### config.mk
export PLATFORM = sky130hd
export DESIGN_NAME = multi_alarm_ctrl
export DESIGN_NICKNAME = d
export VERILOG_FILES = /design/src/rtl/alarm_pkg.sv /design/src/rtl/multi_alarm_ctrl_beep_gen.sv /design/src/rtl/multi_alarm_ctrl.sv
export SDC_FILE = /design/constraint.sdc
export NUM_CORES = 1
export LEC_CHECK = 0
export ABC_AREA = 1
export CELL_PAD_IN_SITES_DETAIL_PLACEMENT = 1
export CELL_PAD_IN_SITES_GLOBAL_PLACEMENT = 1
export CORE_MARGIN = 2
export CORE_UTILIZATION = 40
export CTS_BUF_LIST = sky130_fd_sc_hd__clkbuf_4
export CTS_CLUSTER_SIZE = 30
export DETAILED_ROUTE_END_ITERATION = 8
export GPL_ROUTABILITY_DRIVEN = 0
export GPL_TIMING_DRIVEN = 1
export PLACE_DENSITY_LB_ADDON = 0.15
export SYNTH_ARGS = -nofsm -noshare
export SYNTH_HDL_FRONTEND = slang
export SYNTH_HIERARCHICAL = 1
export SYNTH_SLANG_ARGS = --single-unit
### constraint.sdc
create_clock -name clk -period 2.9 [get_ports clk]
set_input_delay 0.29 -clock clk [delete_from_list [all_inputs] [get_ports clk]]
set_output_delay 0.29 -clock clk [all_outputs]
set_load 0.1 [all_outputs]
### src/rtl/alarm_pkg.sv
// Shared definitions for the alarm engine: FSM encoding, time field widths and limits.
package alarm_pkg;

    typedef enum logic [1:0] {
        IDLE    = 2'd0,
        RINGING = 2'd1,
        SNOOZED = 2'd2
    } alarm_state_t;

    localparam int HOUR_W   = 5;
    localparam int MIN_W    = 6;
    localparam int HOUR_MAX = 23;
    localparam int MIN_MAX  = 59;

    function automatic logic time_valid(input logic [HOUR_W-1:0] hour,
                                        input logic [MIN_W-1:0]  minute);
        return (hour <= HOUR_W'(HOUR_MAX)) && (minute <= MIN_W'(MIN_MAX));
    endfunction

endpackage

### src/rtl/multi_alarm_ctrl_beep_gen.sv
// Buzzer square-wave generator: 50% duty, BEEP_CYCLES clocks per half-period,
// starts high on restart and is held low while disabled.
module beep_gen #(
    parameter int BEEP_CYCLES = 25000000
) (
    input  logic clk,
    input  logic rst,
    input  logic en,
    input  logic restart,
    output logic buzzy
);

    localparam int CNT_W = $clog2(BEEP_CYCLES);
    localparam logic [CNT_W-1:0] CNT_LAST = CNT_W'(BEEP_CYCLES - 1);

    logic [CNT_W-1:0] cnt;

    always_ff @(posedge clk or posedge rst) begin
        if (rst) begin
            cnt   <= '0;
            buzzy <= 1'b0;
        end else if (restart) begin
            cnt   <= '0;
            buzzy <= 1'b1;
        end else if (en) begin
            if (cnt == CNT_LAST) begin
                cnt   <= '0;
                buzzy <= ~buzzy;
            end else begin
                cnt <= cnt + CNT_W'(1);
            end
        end else begin
            cnt   <= '0;
            buzzy <= 1'b0;
        end
    end

endmodule

### src/rtl/multi_alarm_ctrl.sv
// Multi-alarm engine: alarm store, lowest-index match encoder and ring/snooze FSM.
// Optional per-alarm weekday mask enabled by defining ALARM_WEEKDAY_MASK_EN.
module multi_alarm_ctrl
    import alarm_pkg::*;
#(
    parameter int NUM_ALARMS       = 4,
    parameter int SNOOZE_MIN       = 5,
    parameter int RING_TIMEOUT_MIN = 10,
    parameter int BEEP_CYCLES      = 25000000
) (
    input  logic                  clk,
    input  logic                  rst,
    input  logic                  tick_min,
    input  logic [4:0]            cur_hour,
    input  logic [5:0]            cur_min,
`ifdef ALARM_WEEKDAY_MASK_EN
    input  logic [2:0]            cur_day,
    input  logic [6:0]            wr_days,
`endif
    input  logic                  wr_en,
    input  logic [2:0]            wr_idx,
    input  logic [4:0]            wr_hour,
    input  logic [5:0]            wr_min,
    input  logic                  wr_enable,
    input  logic                  snooze,
    input  logic                  dismiss,
    output logic                  ringing,
    output logic                  snoozed,
    output logic [2:0]            ring_idx,
    output logic [NUM_ALARMS-1:0] armed,
    output logic                  buzzy,
    output logic                  led
);

    localparam logic [5:0] SNOOZE_CNT  = 6'(SNOOZE_MIN);
    localparam logic [5:0] TIMEOUT_CNT = 6'(RING_TIMEOUT_MIN);

    logic [HOUR_W-1:0]     al_hour [NUM_ALARMS];
    logic [MIN_W-1:0]      al_min  [NUM_ALARMS];
    logic [NUM_ALARMS-1:0] al_en;
`ifdef ALARM_WEEKDAY_MASK_EN
    logic [6:0]            al_days [NUM_ALARMS];
`endif

    logic                  wr_ok;
    logic [NUM_ALARMS-1:0] day_ok;
    logic                  hit;
    logic [2:0]            hit_idx;
    logic                  disarm_active;

    alarm_state_t state, state_nxt;
    logic [2:0]   idx_nxt;
    logic [5:0]   ring_cnt, ring_cnt_nxt;
    logic [5:0]   snz_cnt, snz_cnt_nxt;

    // Out-of-range index or time rejects the whole write, including the arm bit.
    assign wr_ok = wr_en && ({29'd0, wr_idx} < NUM_ALARMS) && time_valid(wr_hour, wr_min);
    assign disarm_active = wr_ok && !wr_enable && (wr_idx == ring_idx);
    assign armed = al_en;

    always_ff @(posedge clk or posedge rst) begin
        if (rst) begin
            al_en <= '0;
            for (int i = 0; i < NUM_ALARMS; i++) begin
                al_hour[i] <= '0;
                al_min[i]  <= '0;
`ifdef ALARM_WEEKDAY_MASK_EN
                al_days[i] <= 7'h7F;
`endif
            end
        end else begin
            for (int i = 0; i < NUM_ALARMS; i++) begin
                if (wr_ok && (wr_idx == 3'(i))) begin
                    al_hour[i] <= wr_hour;
                    al_min[i]  <= wr_min;
                    al_en[i]   <= wr_enable;
`ifdef ALARM_WEEKDAY_MASK_EN
                    al_days[i] <= wr_days;
`endif
                end
            end
        end
    end

    always_comb begin
        for (int i = 0; i < NUM_ALARMS; i++) begin
`ifdef ALARM_WEEKDAY_MASK_EN
            day_ok[i] = (cur_day <= 3'd6) && al_days[i][cur_day];
`else
            day_ok[i] = 1'b1;
`endif
        end
    end

    // Scan from the top so the lowest matching index is the one left standing.
    always_comb begin
        hit     = 1'b0;
        hit_idx = '0;
        for (int i = NUM_ALARMS - 1; i >= 0; i--) begin
            if (al_en[i] && day_ok[i] && (al_hour[i] == cur_hour) && (al_min[i] == cur_min)) begin
                hit     = 1'b1;
                hit_idx = 3'(i);
            end
        end
    end

    always_comb begin
        state_nxt    = state;
        idx_nxt      = ring_idx;
        ring_cnt_nxt = ring_cnt;
        snz_cnt_nxt  = snz_cnt;
        case (state)
            IDLE: begin
                if (tick_min && hit) begin
                    state_nxt    = RINGING;
                    idx_nxt      = hit_idx;
                    ring_cnt_nxt = '0;
                end
            end
            RINGING: begin
                if (dismiss || disarm_active) begin
                    state_nxt = IDLE;
                end else if (snooze) begin
                    state_nxt   = SNOOZED;
                    snz_cnt_nxt = SNOOZE_CNT;
                end else if (tick_min) begin
                    ring_cnt_nxt = ring_cnt + 6'd1;
                    if (ring_cnt_nxt == TIMEOUT_CNT) state_nxt = IDLE;
                end
            end
            SNOOZED: begin
                if (dismiss || disarm_active) begin
                    state_nxt = IDLE;
                end else if (tick_min) begin
                    snz_cnt_nxt = snz_cnt - 6'd1;
                    if (snz_cnt_nxt == 6'd0) begin
                        state_nxt    = RINGING;
                        ring_cnt_nxt = '0;
                    end
                end
            end
            default: state_nxt = IDLE;
        endcase
        // Nothing is active in IDLE, so its index and counters read as zero.
        if (state_nxt == IDLE) begin
            idx_nxt      = '0;
            ring_cnt_nxt = '0;
            snz_cnt_nxt  = '0;
        end
    end

    always_ff @(posedge clk or posedge rst) begin
        if (rst) begin
            state    <= IDLE;
            ring_idx <= '0;
            ring_cnt <= '0;
            snz_cnt  <= '0;
            ringing  <= 1'b0;
            snoozed  <= 1'b0;
            led      <= 1'b0;
        end else begin
            state    <= state_nxt;
            ring_idx <= idx_nxt;
            ring_cnt <= ring_cnt_nxt;
            snz_cnt  <= snz_cnt_nxt;
            ringing  <= (state_nxt == RINGING);
            snoozed  <= (state_nxt == SNOOZED);
            led      <= (state_nxt != IDLE);
        end
    end

    // Driven from next-state so buzzy is already high on the first RINGING cycle.
    beep_gen #(
        .BEEP_CYCLES(BEEP_CYCLES)
    ) u_beep (
        .clk    (clk),
        .rst    (rst),
        .en     (state_nxt == RINGING),
        .restart((state_nxt == RINGING) && (state != RINGING)),
        .buzzy  (buzzy)
    );

endmodule

==> impl_metrics.env <==
export IMPL_cts_root_buf="clkbuf_4"
export IMPL_setup_viol=0
export IMPL_num_vias=5488
export IMPL_leakage_uw=0.00320
export IMPL_cts_buffers=9
export IMPL_synth_top_cell_by_area="dfrtp_1"
export IMPL_path_clk_slew_ps=150
export IMPL_htreeDepth=3
export IMPL_ioPinCount=43
export IMPL_via_per_inst=5.11
export IMPL_grt_pass1_wl_mm=29.0
export IMPL_grt_overflow_total=0
export IMPL_synth_cell_types=35
export IMPL_yosys_top_cells_area="dfrtp_1 41%, nand2_1 19%, inv_1 7.6%"
export IMPL_cts_sinks=93
export IMPL_async_flop_share_pct=100
export IMPL_grt_usage_pct=25.1
export IMPL_max_cap_viol_count=0
export IMPL_status="finished, final reports clean"
export IMPL_slew_viol_final=0
export IMPL_dieArea_mm2=0.0152
export IMPL_io_buffers=41
export IMPL_path_max_fanout=8
export IMPL_finalPower_uw=2990
export IMPL_required_ps=3320
export IMPL_synth_top_area_share_pct=40.8
export IMPL_wirelength_mm=17.9
export IMPL_wl_per_cell_um=16.6
export IMPL_syn_cell_area_mm2=0.00571
export IMPL_fin_crit_ps=2540
export IMPL_dp_hpwl_mm=14.3
export IMPL_vdd_ir_drop_max_v=0.000283
export IMPL_nets=928
export IMPL_endpoint_kind="register"
export IMPL_crit_type="reg2reg"
export IMPL_fin_worst_skew_ps=15.3
export IMPL_post_cts_buffers=0
export IMPL_drtAntennaViolNets=0
export IMPL_coreArea_mm2=0.0139
export IMPL_die_y_um=123
export IMPL_hp_class="in2async"
export IMPL_cts_tree="built"
export IMPL_rows=43
export IMPL_final_layout_size_suffix_gt1_share_pct=9.27
export IMPL_worstMarginPinSlew_ps=694
export IMPL_areaGrowthSynthToFinish_pct=13.1
export IMPL_synth_ff_type="dfrtp_1"
export IMPL_hold_ws_ps=214
export IMPL_crit_path_frequent_cell="nor2_1"
export IMPL_synth_avg_cell_area_um2=6.81
export IMPL_synth_seq_cells=93
export IMPL_cpMaxStageDelayCell="dfrtp_1"
export IMPL_clock_latency_ps=480
export IMPL_powerDensity_mw_per_mm2=463
export IMPL_ys_warn_count=6
export IMPL_die_w_um=123
export IMPL_clock_fmax_mhz=394
export IMPL_slowest_delay_ps=410
export IMPL_n_antenna_cell=0
export IMPL_first_pass_iters=5
export IMPL_syn_num_nets=876
export IMPL_path_cells="inv_1, ha_1, nand3_1, xnor2_1, nor2_1, nand4_2, nor2_1, nor2_1, nand2_4, inv_4, nor2_1, inv_1, nand2_1, nor2_2, nand2_1, nor2_1"
export IMPL_start_kind="register"
export IMPL_synth_commonest_cells="295 x nand2_1, 115 x inv_1, 107 x nor2_1"
export IMPL_finalHoldViolCount=0
export IMPL_max_slew_margin_pct=53.7
export IMPL_drt_iter0_markers=370
export IMPL_min_period_over_period_pct=87.6
export IMPL_synth_most_common_cell="nand2_1"
export IMPL_netlist_instances=839
export IMPL_first_global_vias=5637
export IMPL_cts_buffer_depth=2
export IMPL_rsz0062_at_grt="no"
export IMPL_antenna_found_initial=0
export IMPL_synth_enable_flop_cells=0
export IMPL_floorplan_initialDensity_pct=41.0
export IMPL_grt_max_degree=37
export IMPL_yosysSeqAreaShare_pct=40.8
export IMPL_arrival_ps=2960
export IMPL_drc=0
-- critical path: cells and delay by family, from the launching register on --
kind	cells	cell delay, ps
buf+inv	3	300
xor+xnor	1	220
simple gates	11	1350
fa+ha+maj	1	210
flops	1	410
-- logic make-up after synthesis --
family / count (synthesis) / share of synthesized area [%]
buffers and inverters: 138 / 9.31
and+or+nand+nor: 504 / 37.6
other: 1 / 0.0657
adders and majority gates: 5 / 1.10
xor gates and xnor gates: 24 / 3.68
DFF: 93 / 40.8
AOI/OAI and AO/OA: 74 / 7.54
-- repair_timing --
item / in CTS / in global routing
hold buffers: 0 / 0
resized for setup: 0 / 1
endpoints found under the setup margin: 0 / 8
-- routing by layer --
| metal | global-route usage [%] | routed length (um) |
|---|---|---|
| met5 | 0 | 0 |
| met4 | 7.88 | 305 |
| met3 | 3.46 | 777 |
| met2 | 38.7 | 8010 |
| met1 | 36.4 | 8770 |
-- registers in the layout (all words and copies together) (netlist names) --
signal,count
armed,4
ringing,1
ring_idx,2
ring_cnt,6
state,2
u_beep/buzzy,1
u_beep/cnt,25
snoozed,1
al_hour,20
al_min,24
snz_cnt,6
led,1
-- per-stage QoR --
stage | setup TNS [ps] | setup slack (ps) | area (um^2) | utilization [%] | cells
2_1_floorplan | 0 | 416 | 5710 | - | 839
3_3_place_gp | 0 | 59.6 | 6360 | 45.6 | 1060
3_5_place_dp | -248 | -54.0 | 6360 | 45.6 | 1060
4_1_cts | 0 | 176 | 6460 | 46.4 | 1075
5_1_grt | 0 | 80.8 | 6460 | 46.4 | 1075
6_report | 0 | 359 | 6460 | 46.4 | 1075
-- layout by cell type (no fill, tap or decap), drive strengths merged --
cell           instances
nand2                304
inv                  128
nor2                 120
dfrtp                 93
o21ai                 57
nand3                 41
clkdlybuf4s50         31
nand4                 22
buf                   20
xor2                  15
a21oi                 12
nor3                  10
xnor2                  9
clkbuf                 9
clkinv                 6
ha                     5
nand3b                 4
o31ai                  2
and2                   2
or2                    1
a31oi                  1
o211ai                 1
conb                   1
o21bai                 1
-- cell type report --
type	instances	area (um^2)
Tap cell	180	225
Clock inverter	6	31.3
Fill cell	1836	7470
Inverter	128	483
Clock buffer	9	67.6
Sequential cell	93	2330
Multi-Input combinational cell	608	2850
Timing Repair Buffer	51	473
-- path summary, 6_finish.rpt --
kind,from,to,slack [ps],cells past startpoint
min reg2reg,u_beep/cnt[0]$_DFF_PP0_,u_beep/cnt[0]$_DFF_PP0_,510,1
max in group asynchronous,rst,al_hour[5]$_DFFE_PP0P_,1990,3
max,snz_cnt[0]$_DFFE_PP0P_,u_beep/cnt[22]$_DFF_PP0_,360,16
max reg2reg,snz_cnt[0]$_DFFE_PP0P_,u_beep/cnt[22]$_DFF_PP0_,360,16
min in group clk,wr_hour[2],al_hour[12]$_DFFE_PP0P_,420,3
min,rst,u_beep/buzzy$_DFFE_PP0P_,210,3
-- report_power, final --
part	switching [uW]	total, uW	internal, uW	leakage [uW]
Sequential	158	1600	1440	0.00124
Combinational	519	767	248	0.00191
Clock	463	626	164	0.0000604
Total	1140	2990	1850	0.00320
Note: power is estimated with default switching activity, not from simulation.
